[src/rtl/chan_mux_rr_if.sv]
`default_nettype none
// ============================================================================
// Module      : chan_mux_rr_if
// Description : Handshake bundle for chan_mux_rr. The N inputs, the select
//               controls and the single registered output share one bundle.
//               master drives the sources and consumes the output; slave is
//               the multiplexer itself.
// Revision    : 1.0 - initial release
// ============================================================================
interface chan_mux_rr_if #(
  parameter int W = 32,
  parameter int N = 16
);
  localparam int SELW = $clog2(N);

  logic            mode;
  logic [SELW-1:0] select;
  logic [N*W-1:0]  in_data;
  logic [N-1:0]    in_valid;
  logic [N-1:0]    in_ready;
  logic [W-1:0]    out_data;
  logic [SELW-1:0] out_chan;
  logic            out_valid;
  logic            out_ready;

  modport master (
    output mode, select, in_data, in_valid, out_ready,
    input  in_ready, out_data, out_chan, out_valid
  );

  modport slave (
    input  mode, select, in_data, in_valid, out_ready,
    output in_ready, out_data, out_chan, out_valid
  );
endinterface
`default_nettype wire

[src/rtl/chan_mux_rr.sv]
`default_nettype none
// ============================================================================
// Module      : chan_mux_rr
// Description : N-channel, W-bit multiplexer with a one-entry registered
//               output and valid/ready handshakes. Fixed-index selection
//               (mode=0) or round-robin over the valid channels (mode=1).
// Revision    : 1.0 - initial release
// ============================================================================
module chan_mux_rr #(
  parameter int W = 32,
  parameter int N = 16
) (
  input  logic          clk,
  input  logic          reset_n,
  chan_mux_rr_if.slave  bus
);
  localparam int SELW = $clog2(N);

  // N widened by one bit so the wrap compare in the search cannot overflow
  localparam logic [SELW:0]   c_n_ext = (SELW+1)'(N);
  localparam logic [SELW-1:0] c_last  = (SELW)'(N-1);

  logic [W-1:0]        r_out_data;
  logic [SELW-1:0]     r_out_chan;
  logic                r_out_valid;
  logic [SELW-1:0]     r_ptr;

  logic                w_load_en;
  logic [2**SELW-1:0]  w_valid_pad;
  logic                w_fix_valid;
  logic [SELW-1:0]     w_rr_grant;
  logic                w_rr_found;
  logic [SELW-1:0]     w_grant;
  logic                w_grant_valid;
  logic                w_xfer;
  logic [W-1:0]        w_grant_data;
  logic [N-1:0]        w_in_ready;

  // The output slot can take a word when empty or being drained this cycle
  assign w_load_en = !r_out_valid || bus.out_ready;

  // Zero-padded valids let an out-of-range select index safely read a 0
  assign w_valid_pad = (2**SELW)'(bus.in_valid);
  assign w_fix_valid = ({1'b0, bus.select} < c_n_ext) && w_valid_pad[bus.select];

  // Round-robin search: first valid channel starting at ptr, wrapping at N
  always_comb begin
    logic [SELW:0] v_idx;
    w_rr_grant = '0;
    w_rr_found = 1'b0;
    v_idx      = '0;
    for (int k = 0; k < N; k++) begin
      v_idx = {1'b0, r_ptr} + (SELW+1)'(k);
      if (v_idx >= c_n_ext) begin
        v_idx = v_idx - c_n_ext;
      end
      if (!w_rr_found && bus.in_valid[v_idx[SELW-1:0]]) begin
        w_rr_found = 1'b1;
        w_rr_grant = v_idx[SELW-1:0];
      end
    end
  end

  assign w_grant       = bus.mode ? w_rr_grant : bus.select;
  assign w_grant_valid = bus.mode ? w_rr_found : w_fix_valid;
  assign w_xfer        = w_load_en && w_grant_valid;

  // One-hot ready and data mux driven by the winning channel
  always_comb begin
    w_in_ready   = '0;
    w_grant_data = '0;
    for (int i = 0; i < N; i++) begin
      if (w_grant == (SELW)'(i)) begin
        w_in_ready[i] = w_xfer;
        w_grant_data  = bus.in_data[i*W +: W];
      end
    end
  end

  // Output register and round-robin pointer; ptr only moves on RR transfers
  always_ff @(posedge clk or negedge reset_n) begin
    if (!reset_n) begin
      r_out_data  <= '0;
      r_out_chan  <= '0;
      r_out_valid <= 1'b0;
      r_ptr       <= '0;
    end else begin
      if (w_load_en) begin
        if (w_grant_valid) begin
          r_out_data  <= w_grant_data;
          r_out_chan  <= w_grant;
          r_out_valid <= 1'b1;
        end else begin
          r_out_valid <= 1'b0;
        end
      end
      if (w_xfer && bus.mode) begin
        r_ptr <= (w_grant == c_last) ? '0 : w_grant + (SELW)'(1);
      end
    end
  end

  assign bus.in_ready  = w_in_ready;
  assign bus.out_data  = r_out_data;
  assign bus.out_chan  = r_out_chan;
  assign bus.out_valid = r_out_valid;

endmodule
`default_nettype wire

[src/flat_wrapper.sv]
// flat-port wrapper written by rule: the top's interface ports become plain ports
module chan_mux_rr_flat 
#(
  parameter int W = 32,
  parameter int N = 16
)
  (clk, reset_n, bus_mode, bus_select, bus_in_data, bus_in_valid, bus_out_ready, bus_in_ready, bus_out_data, bus_out_chan, bus_out_valid);
  chan_mux_rr_if #(.W(W), .N(N)) bus_i ();
  input  logic clk;
  input  logic reset_n;
  input wire logic [$bits(bus_i.mode)-1:0] bus_mode;
  input wire logic [$bits(bus_i.select)-1:0] bus_select;
  input wire logic [$bits(bus_i.in_data)-1:0] bus_in_data;
  input wire logic [$bits(bus_i.in_valid)-1:0] bus_in_valid;
  input wire logic [$bits(bus_i.out_ready)-1:0] bus_out_ready;
  output wire logic [$bits(bus_i.in_ready)-1:0] bus_in_ready;
  output wire logic [$bits(bus_i.out_data)-1:0] bus_out_data;
  output wire logic [$bits(bus_i.out_chan)-1:0] bus_out_chan;
  output wire logic [$bits(bus_i.out_valid)-1:0] bus_out_valid;
  assign bus_i.mode = bus_mode;
  assign bus_i.select = bus_select;
  assign bus_i.in_data = bus_in_data;
  assign bus_i.in_valid = bus_in_valid;
  assign bus_i.out_ready = bus_out_ready;
  assign bus_in_ready = bus_i.in_ready;
  assign bus_out_data = bus_i.out_data;
  assign bus_out_chan = bus_i.out_chan;
  assign bus_out_valid = bus_i.out_valid;
  chan_mux_rr #(.W(W), .N(N)) u_core (.clk(clk), .reset_n(reset_n), .bus(bus_i));
endmodule
[config.mk]
export PLATFORM = sky130hd
export DESIGN_NAME = chan_mux_rr_flat
export DESIGN_NICKNAME = d
export VERILOG_FILES = /design/src/rtl/chan_mux_rr_if.sv /design/src/rtl/chan_mux_rr.sv /design/src/flat_wrapper.sv
export SDC_FILE = /design/constraint.sdc
export NUM_CORES = 1
export LEC_CHECK = 0
export ABC_AREA = 1
export BUFFER_PORTS_ARGS = -buffer_cell sky130_fd_sc_hd__buf_2
export CORE_AREA = 2 2 228 230
export CTS_CLUSTER_SIZE = 8
export DETAILED_ROUTE_END_ITERATION = 16
export DIE_AREA = 0 0 230 232
export HOLD_SLACK_MARGIN = 0.15
export PLACE_DENSITY = 0.39
export REMOVE_ABC_BUFFERS = 1
export SLEW_MARGIN = 10
export SYNTH_ARGS = -nofsm -noshare
export SYNTH_HDL_FRONTEND = slang
export SYNTH_SLANG_ARGS = --single-unit
[constraint.sdc]
create_clock -name clk -period 16.6 [get_ports clk]
set_clock_uncertainty 0.15 [all_clocks]
set_input_delay 4.98 -clock clk [delete_from_list [all_inputs] [get_ports clk]]
set_output_delay 4.98 -clock clk [all_outputs]
set_load 0.005 [all_outputs]
==> metrics.txt <==
width of the die 230 um; CTS resizes 0; worst r2r src u_core.r_ptr[0]; Internal Power 1.24 mW; switching power total 2.58 mW; Slew headroom 0.302; worst skew pair latency 310 ps; synthesized cell area 9370 sq um; top_reg_cell synth dfrtp_1; root buf cell clkbuf_16; Crit path top cell by count nand2_1; DIE HEIGHT 232 um; Wirelength per Cell 21.2 um; Via density 4.62; First-pass DRT Iterations 6; Comb pwr share 0.913; Leak 7.49 nW; worst-path fanout max 35; num ports 589; Final Cycle Share 0.906; clk sinks 41; total congestion overflow 0; clk slew on worst S/H paths 70 ps; TritonCTS clock tree yes; upper clock frequency limit 66.5 MHz; total CTS buffers 5; global-route wire length before repair 91.3 mm; final WL 65.4 mm; GRT Max-Usage Layer met2; Iter 0 DRT Violations 963; P per Cell Area 292 nW/um^2; cts hold-fix bufs 0; setup_tns 0 ps; Hold WC Path Type reg -> reg; leading area contributor after synthesis nand2_1; CTS Buffer Depth 2; shortest period the worst path allows 15050 ps; Layout Utilization 0.257; CP startpoint bus_in_valid[7]; Crit. End Element output pin; met2 Use GR 0.363; Arr. time, crit path 9920 ps; I/O Buffers 588; synth top area cells nand2_1, nand3_1, dfrtp_1, nor2_1, inv_1; global routing met1 resource utilization 0.322; layout net count 2943; pin count of the biggest net entering global routing 66; detailed placer's ending HPWL 52.1 mm; Clk pwr share 0.036; Initial Utilization 0.184; Synth top area share 0.277; maximum vdd drop 0.121 mV; hold path startpoint u_core.bus.out_data[19]; Overall Global Routing Usage 0.231; number of flops mapped to enable cells by yosys 0; hold path depth 2; YS warnings 0; initial antenna violation count 14; fin area 13100 sq um; Yosys cell types 48; reg2reg path depth 42; critical path required time 11470 ps; Sw Share 0.676; Core ar. 50900 sq um; Via Count 14.3k; DP Area 12900 sq um; post-synthesis async set-or-reset flop share 1.00; Mapped Avg Cell Area 4.96 sq um; RSZ-0062 raised after global routing no; proportion of layout cells with a drive suffix above 1 0.285; status complete, no violations; post-route ant nets 0; P&R area growth vs syn 39.5%; Flop pwr share 0.050; Max stage delay on crit path 430 ps; most numerous cell in the Yosys netlist nand2_1; critical path class in -> out; Finish-stage setup viols 0; CP Launch Type primary input; CTS H-tree lvls 2; Final Hold Fails 0; Filler cells 6067; fin. max-slew vios 0; crit path max-delay cell type inv_2; Seq cells post-synth 41; # rows 83; Worst Tran Pin Value 1040 ps; Syn Inst Count 1891; DRC viols 0; Max Cap Viol 0; setup bufs post-CTS 0; met3 global-route usage 0.0463; vias in the first global route 13.5k; routability cong. 0.964; Die ar. 53400 sq um; Post-synth top cells nand2_1, nand3_1, nor2_1, inv_1, a21oi_1; sequential share of the synthesized area 0.109
==> final timing paths <==
| check | slack [ps] | end |
|---|---|---|
| max in group asynchronous | 11150 | u_core.r_ptr[0] |
| min in group asynchronous | 4610 | u_core.bus.out_data[8] |
| worst min-delay path | 330 | u_core.bus.out_data[19] |
| worst max-delay path | 1550 | bus_in_ready[5] |
| worst min register to register | 330 | u_core.bus.out_data[19] |
| worst max register to register | 8310 | u_core.bus.out_data[24] |
==> logic make-up after synthesis <==
group,share of synthesized area
buf+inv,0.143
mux,0.00427
xor+xnor,0.0144
compound gates,0.137
fa+ha+maj,0.0147
simple gates,0.578
flops,0.109
==> worst max-delay path, delay by kind of cell <==
family,cells,cell delay (ps)
adders and majority gates,1,150
and+or+nand+nor,10,1500
AOI/OAI and AO/OA,8,1250
buffers and inverters,9,1970
==> metrics by stage <==
step	hold slack, ps	std cells	total power [mW]	worst slack (ps)
finish	328	3089	3.82	1550
floorplan	322	1774	2.31	1800
CTS	332	3077	3.82	1650
global route	344	3087	4.25	1100
detailed placement	311	3069	3.67	1670
global placement	310	3069	3.67	1690
==> area by class of cell <==
cell class	count	area [sq um]	share of cell area
antenna	12	30.0	0.00230
sequential	41	1030	0.0785
multi-input combinational	1529	7060	0.540
inverter	204	776	0.0593
clock inverter	3	65.1	0.00498
tap	680	851	0.0651
timing repair buffer	615	3150	0.241
clock buffer	5	125	0.00957
==> per-layer routing <==
| metal | part of all wire | vias up | wire length, um |
|---|---|---|---|
| met2 | 0.45 | 635 | 29500 |
| met3 | 0.076 | 57 | 4960 |
| met1 | 0.46 | 6559 | 29900 |
| li1 | - | 7002 | - |
| met4 | 0.016 | 6 | 1050 |
| met5 | 0.00052 | - | 34 |
==> power by group through the flow <==
stage / Clock [mW] / Combinational, mW / Sequential (mW)
after floorplan: 0 / 2.11 / 0.197
after CTS: 0.144 / 3.48 / 0.193
final: 0.139 / 3.49 / 0.192
after global placement: 0 / 3.48 / 0.193
after detailed placement: 0 / 3.48 / 0.193
after global routing: 0.147 / 3.90 / 0.199
==> layout by cell type (no fill, tap or decap), types with 6 or more instances in the layout <==
cell and instances:
a21oi_1 108, buf_2 588, buf_4 27, dfrtp_1 41
diode_2 12, ha_1 10, inv_1 191, inv_2 9
nand2_1 688, nand2_2 8, nand3_1 234, nand4_1 39
nand4_2 6, nor2_1 215, nor2_4 13, nor3_1 6
o21ai_0 89, o21ai_1 26, or2_0 14, or2_1 13
==> sequential cells by signal, indices dropped and copies added (netlist names) <==
signal                count
u_core.bus.out_data      32
u_core.bus.out_valid      1
u_core.r_ptr              4
u_core.bus.out_chan       4
Power figures use the tool's default switching activity.
